==> config.mk <==
export PLATFORM = sky130hd
export DESIGN_NAME = gold_stone_placer
export DESIGN_NICKNAME = d
export VERILOG_FILES = /design/src/rtl/gold_stone_placer.sv
export SDC_FILE = /design/constraint.sdc
export NUM_CORES = 1
export LEC_CHECK = 0
export ABC_AREA = 1
export BUFFER_PORTS_ARGS = -buffer_cell sky130_fd_sc_hd__buf_2
export CAP_MARGIN = 20
export CORE_UTILIZATION = 36
export CTS_CLUSTER_SIZE = 30
export DETAILED_ROUTE_END_ITERATION = 6
export SLEW_MARGIN = 30
export SYNTH_ARGS = -nofsm -noshare
export SYNTH_HDL_FRONTEND = slang
export SYNTH_SLANG_ARGS = --single-unit
==> constraint.sdc <==
create_clock -name clk_i -period 4.3 [get_ports clk_i]
set_clock_uncertainty 0.1 [all_clocks]
set_input_delay 0.215 -clock clk_i [delete_from_list [all_inputs] [get_ports clk_i]]
set_output_delay 0.215 -clock clk_i [all_outputs]
set_load 0.02 [all_outputs]
==> src/rtl/gold_stone_placer.sv <==
// Gold/stone placer: LFSR-driven (x,y) picker and SIZE x SIZE sprite painter for the VGA adapter.
// Build option: define LFSR_AUTORUN_EN to free-run the LFSR every cycle (enable_random then only latches).
module gold_stone_placer #(
  parameter logic [15:0] SEED    = 16'hACE1,
  parameter logic [7:0]  X_MIN   = 8'd16,
  parameter logic [6:0]  Y_MIN   = 7'd40,
  parameter logic [3:0]  SIZE    = 4'd8,
  parameter logic [2:0]  GOLD_C  = 3'b110,
  parameter logic [2:0]  STONE_C = 3'b111
) (
  input  logic       clk_i,
  input  logic       resetn_i,
  input  logic       resetn_gold_stone_i,
  input  logic       enable_random_i,
  input  logic       enable_draw_gold_i,
  input  logic       enable_draw_stone_i,
  output logic       draw_gold_done_o,
  output logic       draw_stone_done_o,
  output logic [2:0] gold_count_o,
  output logic [2:0] stone_count_o,
  output logic [7:0] vga_x_o,
  output logic [6:0] vga_y_o,
  output logic [2:0] vga_colour_o,
  output logic       vga_plot_o
);

  typedef enum logic [1:0] {S_IDLE, S_DRAW, S_DONE} state_t;

  state_t      state_q, state_d;
  logic [15:0] lfsr_q, lfsr_d;
  logic [7:0]  x_q, x_d;
  logic [6:0]  y_q, y_d;
  logic        sel_y_q, sel_y_d;
  logic        kind_gold_q, kind_gold_d;
  logic [3:0]  col_q, col_d;
  logic [3:0]  row_q, row_d;
  logic        gold_done_q, gold_done_d;
  logic        stone_done_q, stone_done_d;
  logic [2:0]  gold_cnt_q, gold_cnt_d;
  logic [2:0]  stone_cnt_q, stone_cnt_d;

  logic [15:0] lfsr_step;
  logic [6:0]  lat;
  logic        draw_req;
  logic        start;
  logic        last_col;

  always_comb begin
    state_d      = state_q;
    lfsr_d       = lfsr_q;
    x_d          = x_q;
    y_d          = y_q;
    sel_y_d      = sel_y_q;
    kind_gold_d  = kind_gold_q;
    col_d        = col_q;
    row_d        = row_q;
    gold_done_d  = gold_done_q;
    stone_done_d = stone_done_q;
    gold_cnt_d   = gold_cnt_q;
    stone_cnt_d  = stone_cnt_q;

    lfsr_step = lfsr_q[0] ? ((lfsr_q >> 1) ^ 16'hB400) : (lfsr_q >> 1);
`ifdef LFSR_AUTORUN_EN
    lfsr_d = lfsr_step;
    lat    = lfsr_q[6:0];
`else
    lat = lfsr_step[6:0];
    if (enable_random_i) lfsr_d = lfsr_step;
`endif

    if (enable_random_i) begin
      if (sel_y_q) y_d = Y_MIN + {1'b0, lat[5:0]};
      else         x_d = X_MIN + {1'b0, lat};
      sel_y_d = ~sel_y_q;
    end

    draw_req = enable_draw_gold_i | enable_draw_stone_i;
    start    = draw_req && (state_q != S_DRAW);
    last_col = (col_q == SIZE - 4'd1);

    if (start) begin
      // Gold wins a simultaneous request; a new draw always restarts coordinate pairing at x.
      state_d      = S_DRAW;
      kind_gold_d  = enable_draw_gold_i;
      col_d        = 4'd0;
      row_d        = 4'd0;
      gold_done_d  = 1'b0;
      stone_done_d = 1'b0;
      sel_y_d      = 1'b0;
    end else begin
      case (state_q)
        S_DRAW: begin
          if (last_col && (row_q == SIZE - 4'd1)) begin
            state_d = S_DONE;
            if (kind_gold_q) begin
              gold_done_d = 1'b1;
              if (gold_cnt_q != 3'd7) gold_cnt_d = gold_cnt_q + 3'd1;
            end else begin
              stone_done_d = 1'b1;
              if (stone_cnt_q != 3'd7) stone_cnt_d = stone_cnt_q + 3'd1;
            end
          end else if (last_col) begin
            col_d = 4'd0;
            row_d = row_q + 4'd1;
          end else begin
            col_d = col_q + 4'd1;
          end
        end
        S_DONE: begin
          if (enable_random_i) begin
            state_d      = S_IDLE;
            gold_done_d  = 1'b0;
            stone_done_d = 1'b0;
          end
        end
        S_IDLE: ;
        default: state_d = S_IDLE;
      endcase
    end

    // Round clear overrides every enable and freezes the coordinate source.
    if (!resetn_gold_stone_i) begin
      state_d      = S_IDLE;
      lfsr_d       = lfsr_q;
      x_d          = x_q;
      y_d          = y_q;
      sel_y_d      = 1'b0;
      gold_done_d  = 1'b0;
      stone_done_d = 1'b0;
      gold_cnt_d   = 3'd0;
      stone_cnt_d  = 3'd0;
    end
  end

  always_ff @(posedge clk_i) begin
    if (!resetn_i) begin
      state_q      <= S_IDLE;
      lfsr_q       <= SEED;
      x_q          <= 8'd0;
      y_q          <= 7'd0;
      sel_y_q      <= 1'b0;
      kind_gold_q  <= 1'b0;
      col_q        <= 4'd0;
      row_q        <= 4'd0;
      gold_done_q  <= 1'b0;
      stone_done_q <= 1'b0;
      gold_cnt_q   <= 3'd0;
      stone_cnt_q  <= 3'd0;
    end else begin
      state_q      <= state_d;
      lfsr_q       <= lfsr_d;
      x_q          <= x_d;
      y_q          <= y_d;
      sel_y_q      <= sel_y_d;
      kind_gold_q  <= kind_gold_d;
      col_q        <= col_d;
      row_q        <= row_d;
      gold_done_q  <= gold_done_d;
      stone_done_q <= stone_done_d;
      gold_cnt_q   <= gold_cnt_d;
      stone_cnt_q  <= stone_cnt_d;
    end
  end

  // Pixel outputs are forced to zero outside DRAW so the adapter sees a quiet bus.
  always_comb begin
    vga_plot_o        = (state_q == S_DRAW);
    vga_x_o           = vga_plot_o ? (x_q + {4'd0, col_q}) : 8'd0;
    vga_y_o           = vga_plot_o ? (y_q + {3'd0, row_q}) : 7'd0;
    vga_colour_o      = vga_plot_o ? (kind_gold_q ? GOLD_C : STONE_C) : 3'd0;
    draw_gold_done_o  = gold_done_q;
    draw_stone_done_o = stone_done_q;
    gold_count_o      = gold_cnt_q;
    stone_count_o     = stone_cnt_q;
  end

endmodule
==> results.py, run 1 <==
metrics = {
    "yosys": {
        "synth_edf_count": 0,
        "synth_nets": 407,
        "avgSynthCellArea_sq_um": 7.209,
        "yosysTopAreaCell": "dfxtp_1",
        "yosysWarnings": 0,
        "netlist_instances": 382,
        "ys_top_cells_by_count": "nand2_1, dfxtp_1, nor2_1",
        "synthFlopType": "dfxtp_1",
        "yosysUniqueCellTypes": 33,
        "ys_seq_area_frac": 0.3707,
        "synth_area_sq_mm": 0.002754,
        "synth_top_area_share": 0.3707,
        "yosysMostFrequentCell": "nand2_1",
        "yosys-top-cells-area": "dfxtp_1, nand2_1, ha_1, nor2_1, a21oi_1",
        "synth-seq-cells": 51,
        "ys_async_sr_fraction": 0,
    },
    "route": {
        "postRouteAntennaNets": 0,
        "vias_per_cell": 4.697,
        "routed_wl_mm": 5.692,
        "first_pass_iters": 4,
        "drt_iter0_markers": 96,
        "wl_per_cell_microns": 11.18,
        "drc": 0,
        "vias": 2391,
    },
    "global_routing": {
        "grt_util_all_layers": 0.1527,
        "grt_pass1_vias": 2067,
        "grt_max_degree": 25,
        "antenna_found_initial": 0,
        "grt_pass1_wl_mm": 9.356,
        "overflow": 0,
    },
    "cells_and_area": {
        "fillCellCount": 780,
        "fin_cells": 509,
        "multi_input_area_sq_mm": 0.001480,
        "syn2layout_area_growth_pct": 11.49,
        "insertedDiodeCount": 0,
        "final_area_sq_mm": 0.003070,
        "final_core_util": 0.4188,
        "layout.nets": 434,
        "seq_area_sq_mm": 0.001021,
        "drive_gt1_frac": 0.1537,
    },
    "sta": {
        "hold_violations": 0,
        "final.setup.worst_slack_ps": 2064,
        "finalSetupViolCount": 0,
        "maxSlewHeadroom": 0.7054,
        "drv_slew": 0,
        "hold-worst-slack_ps": 58.25,
        "worstMarginPinSlew_ps": 441.9,
        "fmax_mhz": 447.2,
        "period_share": 0.5201,
        "setup_tns_ps": 0,
        "grt_setup_unrepaired": "no",
        "period_needed_ps": 2236,
    },
    "critical_path": {
        "slowest_stage": "fa_1",
        "arrival_ps": 1920,
        "cpPeakStageDelay_ps": 410,
        "path_max_fanout": 4,
        "cp_top_family": "adder cells",
        "cp.required_ps": 3980,
        "crit_type": "reg -> out",
        "cp-start-kind": "flop",
        "setup.worst_path.end_class": "output port",
        "cp_cell_sequence": "ha_1, fa_1, nand2_1, inv_1, nor2_1, o21bai_1, nand2_1, nand2_1, nor2_1, buf_2",
        "path_buf_inv": 2,
        "crit_path_frequent_cell": "nand2_1",
    },
    "power": {
        "p_leak_nw": 1.415,
        "power_frac_seq": 0.564,
        "p_sw_mw": 0.2289,
        "intPower_mw": 0.6651,
        "ir_drop_mv": 0.1722,
        "netSwitchingFraction": 0.2560,
        "combPwrFrac": 0.096,
        "p_per_area_mw_per_mm2": 291.2,
        "clkPwrFrac": 0.340,
        "power_mw": 0.8940,
    },
    "die": {
        "die-height_microns": 89.46,
        "die_w_microns": 89.46,
        "core_area_sq_mm": 0.007331,
        "die_area_sq_mm": 0.008003,
        "ios": 33,
        "start_util": 0.3757,
        "row_count": 31,
    },
    "clock_tree": {
        "clkLatencyLatePin_ps": 300,
        "cts_made_buffers": 5,
        "cts-root-buf": "clkbuf_8",
        "cts_resized": 0,
        "cts.sinks": 51,
        "postCtsSetupBuffers": 0,
        "htree_num_levels": 2,
        "clk_pin_slew_ps": 90,
        "postCtsHoldBufs": 0,
        "clk_path_buf_depth": 2,
        "cts_tree": "built",
    },
    "min_path": {
        "worst_hold_path_type": "in -> reg",
    },
    "placement": {
        "dp_cells": 501,
        "dp_hpwl_mm": 4.261,
        "gp_congestion": 0.8265,
        "dpl_cell_area_sq_mm": 0.002967,
        "portBuffers": 32,
        "pre_cts_slack_ps": 2384,
    },
    "flow_run": {
        "cap_viol_max_count": 0,
    },
    "run_status": {
        "outcome": "complete, no violations",
    },
}
## sequential cells by signal, indices dropped and copies added (netlist names)
name,flops
lfsr_q,16
x_q,8
y_q,7
col_q,4
row_q,4
gold_count_o,3
stone_count_o,3
state_q,2
draw_gold_done_o,1
draw_stone_done_o,1
kind_gold_q,1
sel_y_q,1
## cells in the final DEF, fill, tap and decap left out
cell / n
fa_1: 2
nand3_2: 5
o21ai_0: 22
nand2_1: 81
nor2_1: 50
xor2_1: 3
or2_0: 1
or2_2: 2
nor2_2: 2
buf_2: 32
dfxtp_1: 51
nand2_2: 2
nor2_4: 3
xnor2_1: 3
inv_6: 1
a211oi_1: 2
clkinvlp_4: 1
nand3_1: 24
nand4_1: 4
ha_1: 17
clkbuf_8: 7
o211ai_1: 3
o21bai_1: 2
a21oi_2: 1
a31oi_1: 3
inv_2: 4
a21oi_1: 35
nor3_1: 1
or2_1: 1
inv_1: 42
nand2_4: 3
## routing by layer
metal  up-vias  track usage  share of wire  wire length [microns]
met3         9      0.02770          0.030                    169
met5         -            0              0                      0
met4         0      0.05339          0.014                     81
li1       1282            -              -                      -
met1      1061       0.2028           0.51                   2924
met2        39       0.2491           0.44                   2516
## layout make-up
cell class              count  area share
multi-input cells         272      0.4821
flip-flops and latches     51      0.3325
well taps                  99     0.04034
repair buffers             32     0.05216
clock inverters             1    0.002445
inverters                  47     0.05909
clock buffers               7     0.03138
## power by group through the flow
stage	combinational, mW	sequential [mW]	clock (mW)
2_1_floorplan	0.0710	0.511	0
3_3_place_gp	0.0847	0.515	0
3_5_place_dp	0.0858	0.515	0
4_1_cts	0.0865	0.504	0.314
5_1_grt	0.0991	0.507	0.331
6_report	0.0857	0.504	0.304
## kinds of logic (layout without fill, tap and decap cells)
group,after synthesis,in the layout,share of synthesized area
buf+inv,59,87,0.09177
xor+xnor,6,6,0.01909
flops,51,51,0.3707
fa+ha+maj,19,19,0.09178
simple gates,179,179,0.2940
compound gates,68,68,0.1327
## worst paths after layout
kind                       from           endpoint  slack, ps  cells past startpoint
max reg2reg            col_q[1]  draw_stone_done_o       2760                      7
max                    row_q[0]         vga_y_o[4]       2060                     10
min          enable_draw_gold_i        kind_gold_q         60                      3
min reg2reg    draw_gold_done_o   draw_gold_done_o        350                      2
## worst min-delay path, delay by kind of cell
| family | cells | cell delay, ps |
|---|---|---|
| buffers and inverters | 1 | 90 |
| and+or+nand+nor | 1 | 60 |
| AOI/OAI and AO/OA | 1 | 60 |
Note: power is estimated with default switching activity, not from simulation.
==> run 2: changes to the inputs <==
==> constraint.sdc (replaced) <==
create_clock -name clk_i -period 1.83 [get_ports clk_i]
set_clock_uncertainty 0.1 [all_clocks]
set_input_delay 0.0915 -clock clk_i [delete_from_list [all_inputs] [get_ports clk_i]]
set_output_delay 0.0915 -clock clk_i [all_outputs]
set_load 0.02 [all_outputs]
==> results.py, run 2 (same netlist as run 1, synthesis figures left out) <==
metrics = {
    "cells_and_area": {
        "layout_common_cells": "nand2_1, nor2_1, inv_1, dfxtp_1, a21oi_1",
        "final_core_util": 0.4690,
        "largest-register": "lfsr_q",
        "insertedDiodeCount": 0,
        "layout.nets": 452,
        "syn2layout_area_growth_pct": 24.85,
        "layout_commonest_cell": "nand2_1",
        "largest_reg_flops": 16,
        "drive_gt1_frac": 0.2547,
        "largestRegisters": "lfsr_q: 16 flops, x_q: 8 flops, y_q: 7 flops",
        "fin_cells": 527,
    },
    "sta": {
        "setup_tns_ps": -448.4,
        "drv_slew": 0,
        "period_needed_ps": 1958,
        "period_share": 1.070,
        "finalSetupViolCount": 6,
        "hold-worst-slack_ps": 27.56,
        "final.setup.worst_slack_ps": -127.8,
        "hold_violations": 0,
        "maxSlewHeadroom": 0.7236,
        "worstMarginPinSlew_ps": 414.2,
        "fmax_mhz": 510.8,
        "grt_setup_unrepaired": "yes",
    },
    "run_status": {
        "violations": "setup timing",
        "outcome": "finished with violations",
    },
    "critical_path": {
        "path_max_fanout": 4,
        "cp.required_ps": 1640,
        "cp-start-kind": "flop",
        "setup.worst_path.end_class": "output port",
        "arrival_ps": 1770,
        "crit_type": "reg -> out",
    },
    "power": {
        "p_per_area_mw_per_mm2": 650.5,
        "p_leak_nw": 1.521,
        "ir_drop_mv": 0.4055,
    },
    "route": {
        "wl_met1_mm": 2.954,
        "vias_per_cell": 4.674,
        "wl_per_cell_microns": 11.39,
        "vias": 2463,
        "first_pass_iters": 4,
        "postRouteAntennaNets": 0,
        "dr_wl_met2_mm": 2.729,
        "routed_wl_mm": 6.000,
        "drt_iter0_markers": 109,
        "wl_met3_microns": 268,
        "drc": 0,
        "top_layer_used": "met4",
    },
    "global_routing": {
        "overflow": 0,
        "antenna_found_initial": 0,
        "grt_pass1_wl_mm": 9.804,
        "grt_pass1_vias": 2222,
        "grt_max_degree": 21,
        "grt_util_all_layers": 0.1574,
    },
    "clock_tree": {
        "htree_num_levels": 2,
        "clkLatencyLatePin_ps": 310,
        "cts-root-buf": "clkbuf_8",
        "clk_path_buf_depth": 2,
        "cts_made_buffers": 5,
        "clk_pin_slew_ps": 90,
        "cts_tree": "built",
        "cts.sinks": 51,
    },
    "die": {
        "die_w_microns": 89.46,
        "ios": 33,
        "start_util": 0.3757,
        "die-height_microns": 89.46,
        "row_count": 31,
        "die_area_sq_mm": 0.008003,
        "core_area_sq_mm": 0.007331,
    },
    "flow_run": {
        "cap_viol_max_count": 0,
    },
    "placement": {
        "dp_cells": 506,
        "pre_cts_slack_ps": 71.31,
        "dp_hpwl_mm": 4.257,
        "gp_congestion": 0.7893,
        "portBuffers": 32,
    },
    "min_path": {
        "worst_hold_path_type": "in -> reg",
    },
}
==> run 2: power breakdown <==
group / internal (mW) / total [mW] / switching [mW]
Sequential: 1.15 / 1.18 / 0.0370
Clock: 0.443 / 0.823 / 0.381
Combinational: 0.0900 / 0.230 / 0.140
Total: 1.68 / 2.24 / 0.558
==> run 2: critical path: stages, from the launching register on <==
cell and delay (ps):
dfxtp_2 350, ha_4 160, fa_2 380, nand3_2 110, nand2_4 70, a31oi_1 160, nor2_1 70, buf_4 150
==> run 2: cell type report <==
cell class	instances	area (sq um)
Clock buffer	6	82.58
Fill cell	725	3892
Sequential cell	51	1042
Tap cell	99	123.9
Timing Repair Buffer	50	336.6
Multi-Input combinational cell	272	1637
Clock inverter	2	35.03
Inverter	47	181.4
==> run 2: worst paths after layout <==
kind / startpoint / endpoint / slack (ps) / cells after the start
worst max register to register: row_q[0] / stone_count_o[2] / 290 / 8
worst max-delay path: col_q[0] / vga_x_o[6] / -130 / 7
worst min-delay path: resetn_i / row_q[1] / 30 / 3
worst min register to register: draw_gold_done_o / draw_gold_done_o / 350 / 2
==> run 2: routing by layer <==
layer	GRT usage	vias up
li1	-	1320
met1	0.2113	1094
met2	0.2602	44
met3	0.03601	5
met4	0.03030	0
met5	0	-
==> run 2: through the flow <==
step | area, sq um | total power [mW]
floorplan | 2754 | 1.367
global placement | 3004 | 1.414
detailed placement | 3004 | 1.418
CTS | 3294 | 2.256
global route | 3438 | 2.352
finish | 3438 | 2.237
==> run 2: repair_timing <==
| action | CTS | global route |
|---|---|---|
| endpoints found under the hold margin | 3 | 0 |
| pin swaps | 8 | 13 |
| setup endpoints to repair | 12 | 13 |
| buffers inserted | 2 | 6 |
| hold buffers | 5 | 0 |
| gates resized for setup | 25 | 30 |
==> run 3: changes to the inputs <==
--- a/config.mk
+++ b/config.mk
@@ -9,8 +9,11 @@
 export BUFFER_PORTS_ARGS = -buffer_cell sky130_fd_sc_hd__buf_2
 export CAP_MARGIN = 20
 export CORE_UTILIZATION = 36
+export CTS_BUF_LIST = sky130_fd_sc_hd__clkbuf_8
 export CTS_CLUSTER_SIZE = 30
 export DETAILED_ROUTE_END_ITERATION = 6
+export HOLD_SLACK_MARGIN = 0.12
+export RECOVER_POWER = 50
 export SLEW_MARGIN = 30
 export SYNTH_ARGS = -nofsm -noshare
 export SYNTH_HDL_FRONTEND = slang
==> results.py, run 3 (same netlist as run 1, synthesis figures left out) <==
metrics = {
    "route": {
        "first_pass_iters": 4,
        "drt_iter0_markers": 97,
        "routed_wl_mm": 6.062,
        "vias_per_cell": 4.657,
        "vias": 2468,
        "drc": 0,
        "wl_per_cell_microns": 11.44,
        "postRouteAntennaNets": 0,
    },
    "sta": {
        "maxSlewHeadroom": 0.4640,
        "fmax_mhz": 511.1,
        "final.setup.worst_slack_ps": -126.5,
        "hold_violations": 0,
        "finalSetupViolCount": 6,
        "worstMarginPinSlew_ps": 804.1,
        "hold-worst-slack_ps": 351.9,
        "period_needed_ps": 1957,
        "grt_setup_unrepaired": "yes",
        "period_share": 1.069,
        "drv_slew": 0,
    },
    "placement": {
        "gp_congestion": 0.7893,
        "portBuffers": 32,
        "dp_hpwl_mm": 4.257,
    },
    "critical_path": {
        "r2r_cells": 8,
        "worstReg2RegStart": "row_q[0]",
        "cpPeakStageDelay_ps": 350,
        "setup.worst_path.end_class": "output port",
        "slowest_stage": "dfxtp_2",
        "path_max_fanout": 2,
        "crit_path_frequent_cell": "nand2_1",
        "cp_cell_sequence": "ha_4, fa_2, nand2_1, inv_1, nor2_1, o21bai_1, nand2_1, nand2_1, nor2_1, buf_4",
        "arrival_ps": 1770,
        "r2r_setup_slack_ps": 70,
        "crit_type": "reg -> out",
        "cp-start-kind": "flop",
        "r2r_end": "stone_count_o[2]",
        "cp.required_ps": 1640,
    },
    "clock_tree": {
        "clkLatencyLatePin_ps": 310,
        "cts_tree": "built",
        "clk_pin_slew_ps": 90,
        "htree_num_levels": 2,
        "cts.sinks": 51,
        "cts-root-buf": "clkbuf_8",
        "clk_path_buf_depth": 2,
        "cts_made_buffers": 5,
    },
    "min_path": {
        "min_to": "draw_gold_done_o",
        "hold_depth": 2,
        "hold_start": "draw_gold_done_o",
        "worst_hold_path_type": "reg -> reg",
    },
    "cells_and_area": {
        "layout.nets": 455,
        "final_core_util": 0.4690,
        "syn2layout_area_growth_pct": 24.85,
        "layout_common_cells": "nand2_1, nor2_1, inv_1, dfxtp_1, a21oi_1",
        "layout_commonest_cell": "nand2_1",
        "drive_gt1_frac": 0.2274,
        "largestRegisters": "lfsr_q: 16 flops, x_q: 8 flops, y_q: 7 flops",
        "seq_area_sq_mm": 0.001042,
        "fillCellCount": 731,
        "insertedDiodeCount": 0,
        "multi_input_area_sq_mm": 0.001622,
        "largest_reg_flops": 16,
        "largest-register": "lfsr_q",
    },
    "global_routing": {
        "overflow": 0,
        "grt_util_all_layers": 0.1585,
        "grt_max_degree": 21,
        "antenna_found_initial": 0,
        "grt_pass1_wl_mm": 9.867,
        "grt_pass1_vias": 2237,
    },
    "power": {
        "ir_drop_mv": 0.4074,
        "p_per_area_mw_per_mm2": 653.4,
        "p_leak_nw": 1.494,
        "power_mw": 2.247,
    },
    "die": {
        "die-height_microns": 89.46,
        "row_count": 31,
        "start_util": 0.3757,
        "die_area_sq_mm": 0.008003,
        "ios": 33,
        "die_w_microns": 89.46,
        "core_area_sq_mm": 0.007331,
    },
    "flow_run": {
        "cap_viol_max_count": 0,
    },
    "run_status": {
        "violations": "setup timing",
        "outcome": "finished with violations",
    },
}
run 3: metrics by stage:
step           instance area [sq um]  worst slack, ps  cells  TNS, ps
2_1_floorplan                   2754            79.41    382        0
3_3_place_gp                    3004            108.9    506        0
3_5_place_dp                    3004            71.31    506        0
4_1_cts                         3324           -126.2    524   -539.6
5_1_grt                         3438           -267.3    530    -2728
6_report                        3438           -126.5    530   -491.7
run 3: report_power, final:
group | switching (mW) | internal (mW)
registers | 0.0369 | 1.15
clock network | 0.388 | 0.443
logic | 0.141 | 0.0913
run 3: final cells by class:
| class | instances | area share |
|---|---|---|
| Clock buffer | 6 | 0.02402 |
| Tap cell | 99 | 0.03603 |
| Inverter | 47 | 0.05277 |
| Timing Repair Buffer | 53 | 0.1023 |
| Sequential cell | 51 | 0.3031 |
| Multi-Input combinational cell | 272 | 0.4716 |
| Clock inverter | 2 | 0.01019 |
run 3: how the worst max path moves through the flow:
stage | slack [ps] | from | end | depth (start not counted)
finish | -130 | y_q[0] | vga_y_o[4] | 10
floorplan | 80 | row_q[0] | vga_y_o[4] | 9
global placement | 110 | y_q[0] | vga_y_o[4] | 10
detailed placement | 70 | x_q[0] | vga_x_o[6] | 8
global route | -270 | row_q[0] | vga_y_o[4] | 10
CTS | -130 | y_q[0] | vga_y_o[4] | 10
run 3: per-layer routing:
metal,global-route usage,vias to the layer above,wire length (microns)
li1,-,1323,-
met1,0.2124,1100,3020
met2,0.2630,40,2772
met3,0.03601,5,226
met4,0.03030,0,42
met5,0,-,0
run 3: worst max-delay path, delay by kind of cell, from the launching register on:
family          cells  cell delay, ps
simple gates        5             340
fa+ha+maj           2             500
buf+inv             2             180
flops               1             350
compound gates      1              80
run 3: timing repair:
action | 4_1_cts | 5_1_grt
hold buffers | 8 | 0
endpoints found under the setup margin | 12 | 13
resized for setup | 25 | 31
gates cloned | 0 | 0
pin swaps | 8 | 13
buffers inserted | 2 | 6
endpoints found under the hold margin | 12 | 0
